[src/rtl/data_path_if.sv]
// Control/status bundle between the iterative machine's control FSM (master)
// and its datapath (slave).
interface data_path_if #(
    parameter int W  = 8,
    parameter int CW = 16
);
    logic [W-1:0]  x;
    logic          active;
    logic          y_en;
    logic          y_store_x;
    logic [1:0]    y_select_next;
    logic          s_en;
    logic          s_zero;
    logic          s_add;
    logic [1:0]    s_step;
    logic [W-1:0]  y;
    logic [W-1:0]  s;
    logic          y_zero;
    logic          y_one;
    logic          y_odd;
    logic          y_ovf;
    logic          s_ovf;
    logic [W-1:0]  result;
    logic [CW-1:0] cycles;
    logic          done;

    modport master (
        output x, active, y_en, y_store_x, y_select_next,
               s_en, s_zero, s_add, s_step,
        input  y, s, y_zero, y_one, y_odd, y_ovf, s_ovf, result, cycles, done
    );

    modport slave (
        input  x, active, y_en, y_store_x, y_select_next,
               s_en, s_zero, s_add, s_step,
        output y, s, y_zero, y_one, y_odd, y_ovf, s_ovf, result, cycles, done
    );
endinterface

[src/rtl/data_path.sv]
// Datapath of the iterative machine: working register y, accumulator s,
// sticky overflow flags and end-of-run capture of result and run length.
module data_path #(
    parameter int W  = 8,
    parameter int CW = 16
) (
    input logic       clk,
    input logic       rst,
    data_path_if.slave bus
);
    logic [W-1:0]  y_q;
    logic [W-1:0]  s_q;
    logic [W-1:0]  result_q;
    logic [W-1:0]  step;
    logic [CW-1:0] cnt;
    logic [CW-1:0] cycles_q;
    logic          y_ovf_q;
    logic          s_ovf_q;
    logic          active_d;
    logic          done_q;
    logic [W+1:0]  y_triple;
    logic [W:0]    s_sum;

    // Extra headroom bits expose the carry of 3y+1 and s+step for the sticky flags.
    always_comb begin
        step = {{(W-1){1'b0}}, 1'b1};
        case (bus.s_step)
            2'b00: step = {{(W-1){1'b0}}, 1'b1};
            2'b01: step = {{(W-2){1'b0}}, 2'b10};
            2'b10: step = y_q;
            2'b11: step = bus.x;
            default: step = {{(W-1){1'b0}}, 1'b1};
        endcase
        y_triple = {2'b00, y_q} + {1'b0, y_q, 1'b0} + (W+2)'(1);
        s_sum    = {1'b0, s_q} + {1'b0, step};
    end

    always_ff @(posedge clk or posedge rst) begin
        if (rst) begin
            y_q     <= '0;
            y_ovf_q <= 1'b0;
        end else if (bus.y_en) begin
            if (bus.y_store_x) begin
                y_q     <= bus.x;
                y_ovf_q <= 1'b0;
            end else begin
                case (bus.y_select_next)
                    2'b00: y_q <= y_q >> 1;
                    2'b01: y_q <= y_q - W'(1);
                    2'b10: begin
                        y_q <= y_triple[W-1:0];
                        if (y_triple[W+1:W] != 2'b00)
                            y_ovf_q <= 1'b1;
                    end
                    default: y_q <= y_q;
                endcase
            end
        end
    end

    always_ff @(posedge clk or posedge rst) begin
        if (rst) begin
            s_q     <= '0;
            s_ovf_q <= 1'b0;
        end else if (bus.s_en) begin
            if (bus.s_zero) begin
                s_q     <= '0;
                s_ovf_q <= 1'b0;
            end else if (bus.s_add) begin
                s_q <= s_sum[W-1:0];
                if (s_sum[W])
                    s_ovf_q <= 1'b1;
            end
        end
    end

    // Falling edge of active closes the run; a reset mid-run clears active_d so no done follows.
    always_ff @(posedge clk or posedge rst) begin
        if (rst) begin
            active_d <= 1'b0;
            cnt      <= '0;
            result_q <= '0;
            cycles_q <= '0;
            done_q   <= 1'b0;
        end else begin
            active_d <= bus.active;
            done_q   <= 1'b0;
            if (bus.active) begin
                if (!active_d)
                    cnt <= CW'(1);
                else if (cnt != {CW{1'b1}})
                    cnt <= cnt + CW'(1);
            end else if (active_d) begin
                result_q <= s_q;
                cycles_q <= cnt;
                done_q   <= 1'b1;
            end
        end
    end

    assign bus.y      = y_q;
    assign bus.s      = s_q;
    assign bus.y_zero = (y_q == '0);
    assign bus.y_one  = (y_q == W'(1));
    assign bus.y_odd  = y_q[0];
    assign bus.y_ovf  = y_ovf_q;
    assign bus.s_ovf  = s_ovf_q;
    assign bus.result = result_q;
    assign bus.cycles = cycles_q;
    assign bus.done   = done_q;
endmodule

[src/flat_wrapper.sv]
// flat-port wrapper written by rule: the top's interface ports become plain ports
module data_path_flat 
#(
    parameter int W  = 8,
    parameter int CW = 16
)
  (clk, rst, bus_x, bus_active, bus_y_en, bus_y_store_x, bus_y_select_next, bus_s_en, bus_s_zero, bus_s_add, bus_s_step, bus_y, bus_s, bus_y_zero, bus_y_one, bus_y_odd, bus_y_ovf, bus_s_ovf, bus_result, bus_cycles, bus_done);
  data_path_if #(.W(W), .CW(CW)) bus_i ();
  input logic clk;
  input logic rst;
  input wire logic [$bits(bus_i.x)-1:0] bus_x;
  input wire logic [$bits(bus_i.active)-1:0] bus_active;
  input wire logic [$bits(bus_i.y_en)-1:0] bus_y_en;
  input wire logic [$bits(bus_i.y_store_x)-1:0] bus_y_store_x;
  input wire logic [$bits(bus_i.y_select_next)-1:0] bus_y_select_next;
  input wire logic [$bits(bus_i.s_en)-1:0] bus_s_en;
  input wire logic [$bits(bus_i.s_zero)-1:0] bus_s_zero;
  input wire logic [$bits(bus_i.s_add)-1:0] bus_s_add;
  input wire logic [$bits(bus_i.s_step)-1:0] bus_s_step;
  output wire logic [$bits(bus_i.y)-1:0] bus_y;
  output wire logic [$bits(bus_i.s)-1:0] bus_s;
  output wire logic [$bits(bus_i.y_zero)-1:0] bus_y_zero;
  output wire logic [$bits(bus_i.y_one)-1:0] bus_y_one;
  output wire logic [$bits(bus_i.y_odd)-1:0] bus_y_odd;
  output wire logic [$bits(bus_i.y_ovf)-1:0] bus_y_ovf;
  output wire logic [$bits(bus_i.s_ovf)-1:0] bus_s_ovf;
  output wire logic [$bits(bus_i.result)-1:0] bus_result;
  output wire logic [$bits(bus_i.cycles)-1:0] bus_cycles;
  output wire logic [$bits(bus_i.done)-1:0] bus_done;
  assign bus_i.x = bus_x;
  assign bus_i.active = bus_active;
  assign bus_i.y_en = bus_y_en;
  assign bus_i.y_store_x = bus_y_store_x;
  assign bus_i.y_select_next = bus_y_select_next;
  assign bus_i.s_en = bus_s_en;
  assign bus_i.s_zero = bus_s_zero;
  assign bus_i.s_add = bus_s_add;
  assign bus_i.s_step = bus_s_step;
  assign bus_y = bus_i.y;
  assign bus_s = bus_i.s;
  assign bus_y_zero = bus_i.y_zero;
  assign bus_y_one = bus_i.y_one;
  assign bus_y_odd = bus_i.y_odd;
  assign bus_y_ovf = bus_i.y_ovf;
  assign bus_s_ovf = bus_i.s_ovf;
  assign bus_result = bus_i.result;
  assign bus_cycles = bus_i.cycles;
  assign bus_done = bus_i.done;
  data_path #(.W(W), .CW(CW)) u_core (.clk(clk), .rst(rst), .bus(bus_i));
endmodule
[config.mk]
export PLATFORM = sky130hd
export DESIGN_NAME = data_path_flat
export DESIGN_NICKNAME = d
export VERILOG_FILES = /design/src/rtl/data_path_if.sv /design/src/rtl/data_path.sv /design/src/flat_wrapper.sv
export SDC_FILE = /design/constraint.sdc
export NUM_CORES = 1
export LEC_CHECK = 0
export BUFFER_PORTS_ARGS = -buffer_cell sky130_fd_sc_hd__buf_2
export CORE_UTILIZATION = 50
export CTS_CLUSTER_DIAMETER = 150
export CTS_CLUSTER_SIZE = 40
export DETAILED_ROUTE_END_ITERATION = 6
export HOLD_SLACK_MARGIN = 0.03
export PLACE_DENSITY = 0.75
export SLEW_MARGIN = 20
export SYNTH_ARGS = -nofsm -noshare
export SYNTH_HDL_FRONTEND = slang
export SYNTH_SLANG_ARGS = --single-unit
[constraint.sdc]
create_clock -name clk -period 2.4 [get_ports clk]
set_input_delay 0.48 -clock clk [delete_from_list [all_inputs] [get_ports clk]]
set_output_delay 0.48 -clock clk [all_outputs]
set_load 0.005 [all_outputs]
==> results.yml <==
outcome:
  status: "finished clean"
global_route:
  grt_usage_pct: 22.4
  gr-total-overflow: 0
  grt_pass1_wl_um: 15000
  grt_pass1_vias: 3225
  grt_max_degree: 40
  antenna_found_initial: 0
timing:
  setup_viol: 0
  post-route-period-util_pct: 92.8
  finalMaxSlewViolations: 0
  tns_ns: 0
  hold_viol: 0
  min_period_ns: 2.23
  layout_setup_ws_ns: 0.172
  clock_skew_ns: 0.00850
  rsz0062_at_grt: "no"
  worst_pin_slew_ns: 0.650
  slew_headroom_pct: 56.5
  max_freq_mhz: 449
setup_path:
  crit_start: "u_core.bus.y[1]"
  critPathArrivalTime_ns: 2.43
  critPathKind: "reg2reg"
  crit_chain: "inv_1, ha_1, a21o_1, a311oi_1, nor2_1, o311ai_0, a31oi_1"
  critPathLaunchType: "flop"
  rr_startpoint: "u_core.bus.y[1]"
  endpoint_kind: "flop"
  required_ns: 2.61
  crit_family: "compound AO/OA/AOI/OAI gates"
  cp_max_fo: 7
  cp.depth: 7
  max_stage_delay_ns: 0.45
  reg2regPathDepth: 7
  slowest_stage: "dfrtp_1"
  critPathBufInv: 1
power_and_ir_drop:
  powerDensity_mw_per_mm2: 660
  ir_drop_v: 0.000393
  power.leakage_uw: 0.00230
  total_power_uw: 3070
yosys:
  syn_inst: 391
  netlist-cell-type-count: 64
  synth_edf_count: 0
  syn_area_mm2: 0.00393
  synth_ff_type: "dfrtp_1"
  syn_nets: 445
  synth-seq-cells: 60
  ys.warnings.count: 0
  yosysSeqAreaShare_pct: 38.2
  async_flop_share_pct: 100
  syn_area_per_cell_um2: 10.1
  yosys-top-cells-area: "dfrtp_1 38%, ha_1 10%, mux2_2 6.9%"
  synth_top_cell_by_area: "dfrtp_1"
  synth.top_cell.area_share_pct: 38.2
clock_tree:
  path_clk_slew_ns: 0.07
  root_buffer: "clkbuf_8"
  clk_latency_ns: 0.34
  ctsHoldBuffers: 0
  cts_setup_buffers: 0
  cts_tree: "yes"
  post_cts_resized: 0
  clk_path_buf_depth: 2
  htree_num_levels: 3
  cts_buffers: 9
  cts_num_sinks: 60
placement:
  place_inst: 557
  post-place-ws_ns: 0.0129
  dpl_cell_area_mm2: 0.00447
  place.port_buffers: 65
  gp_congestion: 0.959
  dp_hpwl_um: 6510
routing:
  dr_total_vias: 3291
  drcViolationCount: 0
  first_pass_iters: 4
  viasPerCell: 5.74
  drt-initial-drc-count: 105
  ant_nets: 0
  routed_wl_um: 8670
  routedWlPerCell_um: 15.1
cells_and_area:
  layout.nets: 523
  area_delta_synth_final_pct: 18.0
  diodes: 0
  multiInputGateArea_mm2: 0.00228
  layout.cells.non_filler: 573
  drive_gt1_share_pct: 30.2
  fill_cells: 629
  final_cell_area_mm2: 0.00464
  final-seq-area_mm2: 0.00150
floorplan:
  fp.dieW_um: 90.7
  coreArea_mm2: 0.00741
  start_util_pct: 53.1
  rows: 31
  io-pin-count: 66
  dieArea_mm2: 0.00822
  fp.dieH_um: 90.7
worst_hold_path:
  min-delay-path-class: "in2async"
job:
  cap_violations: 0
path summary, 6_finish.rpt:
path	end	slack [ns]
setup / recovery	u_core.bus.y_ovf	0.17
max in group asynchronous	u_core.bus.s[0]	1.67
setup reg to reg	u_core.bus.y_ovf	0.17
min in group clk	u_core.active_d	0.41
hold reg to reg	u_core.bus.cycles[8]	0.49
hold / removal	u_core.bus.cycles[14]	0.16
sequential cells by signal, summed over array words and instances (netlist names):
signal / count
u_core.bus.cycles: 16
u_core.cnt: 16
u_core.bus.result: 8
u_core.bus.s: 8
u_core.bus.y: 8
u_core.active_d: 1
u_core.bus.done: 1
u_core.bus.s_ovf: 1
u_core.bus.y_ovf: 1
per-stage QoR:
step                      util, %  hold slack, ns
final                        62.7           0.157
after global routing         62.7           0.177
after CTS                    62.7           0.157
after detailed placement     60.3           0.482
after global placement       60.3           0.464
after floorplan                 -           0.473
cell usage after synthesis, types with 5 or more instances:
library cell / n
a211oi_1: 5
a21oi_1: 25
a22o_1: 8
a31oi_1: 6
and3_1: 5
clkbuf_1: 8
dfrtp_1: 60
ha_1: 32
inv_1: 19
mux2_2: 24
mux2i_1: 7
nand2_1: 21
nand2b_1: 5
nand3_1: 8
nor2_1: 17
nor2b_1: 12
nor3_1: 9
o211ai_1: 7
o21ai_0: 20
xnor2_1: 13
power by group:
group / internal [uW] / switching (uW) / leakage [uW]
Clock: 378 / 422 / 0.0000860
Combinational: 502 / 565 / 0.00141
Sequential: 1110 / 84.8 / 0.000802
Total: 1990 / 1070 / 0.00230
cell families (layout without fill, tap and decap cells):
| family | count (synthesis) | in the layout | share of synthesized area [%] |
|---|---|---|---|
| mux | 31 | 31 | 8.65 |
| fa+ha+maj | 34 | 34 | 11.2 |
| compound gates | 108 | 108 | 19.1 |
| xor+xnor | 17 | 17 | 3.79 |
| buf+inv | 36 | 119 | 4.01 |
| flops | 60 | 60 | 38.2 |
| simple gates | 105 | 105 | 15.0 |
layout make-up:
cell class | instances | area share, %
repair buffers | 84 | 10.6
well taps | 99 | 2.67
clock buffers | 9 | 2.67
inverters | 19 | 1.54
flip-flops and latches | 60 | 32.3
multi-input cells | 295 | 49.1
clock inverters | 7 | 1.11
layer usage:
| metal | GRT usage (%) | vias up | wire length [um] |
|---|---|---|---|
| li1 | - | 1608 | - |
| met1 | 29.6 | 1587 | 3950 |
| met2 | 37.6 | 91 | 4290 |
| met3 | 5.13 | 5 | 404 |
| met4 | 4.44 | 0 | 31 |
| met5 | 0 | - | 0 |
worst register-to-register path, cell delays in order, from the launching register on:
cell	delay, ns
dfrtp_1	0.45
inv_1	0.24
ha_1	0.31
a21o_1	0.21
a311oi_1	0.35
nor2_1	0.10
o311ai_0	0.32
a31oi_1	0.13
cells in the final DEF, fill, tap and decap left out, types with 3 or more instances in the layout:
master / netlist / routed
nor2b_1: 12 / 12
xor2_1: 4 / 4
nand2_1: 21 / 21
xnor2_1: 13 / 13
a211oi_1: 5 / 5
dfrtp_1: 60 / 60
buf_4: 1 / 17
o211ai_1: 7 / 7
and4_1: 3 / 3
or2_2: 3 / 3
a21o_1: 4 / 4
clkbuf_8: 0 / 9
inv_1: 19 / 18
a21oi_1: 25 / 24
and3_1: 5 / 5
a21boi_0: 4 / 4
mux2i_1: 7 / 7
nand4_1: 3 / 3
a221oi_1: 4 / 4
or3_1: 3 / 3
o31ai_1: 3 / 3
ha_1: 32 / 32
nand2b_1: 5 / 5
o21ai_0: 20 / 20
mux2_2: 24 / 24
nand3b_1: 3 / 3
nor2_1: 17 / 17
nor3_1: 9 / 9
nand3_1: 8 / 8
a31oi_1: 6 / 6
a22o_1: 8 / 8
buf_2: 2 / 65
Note: power is estimated with default switching activity, not from simulation.
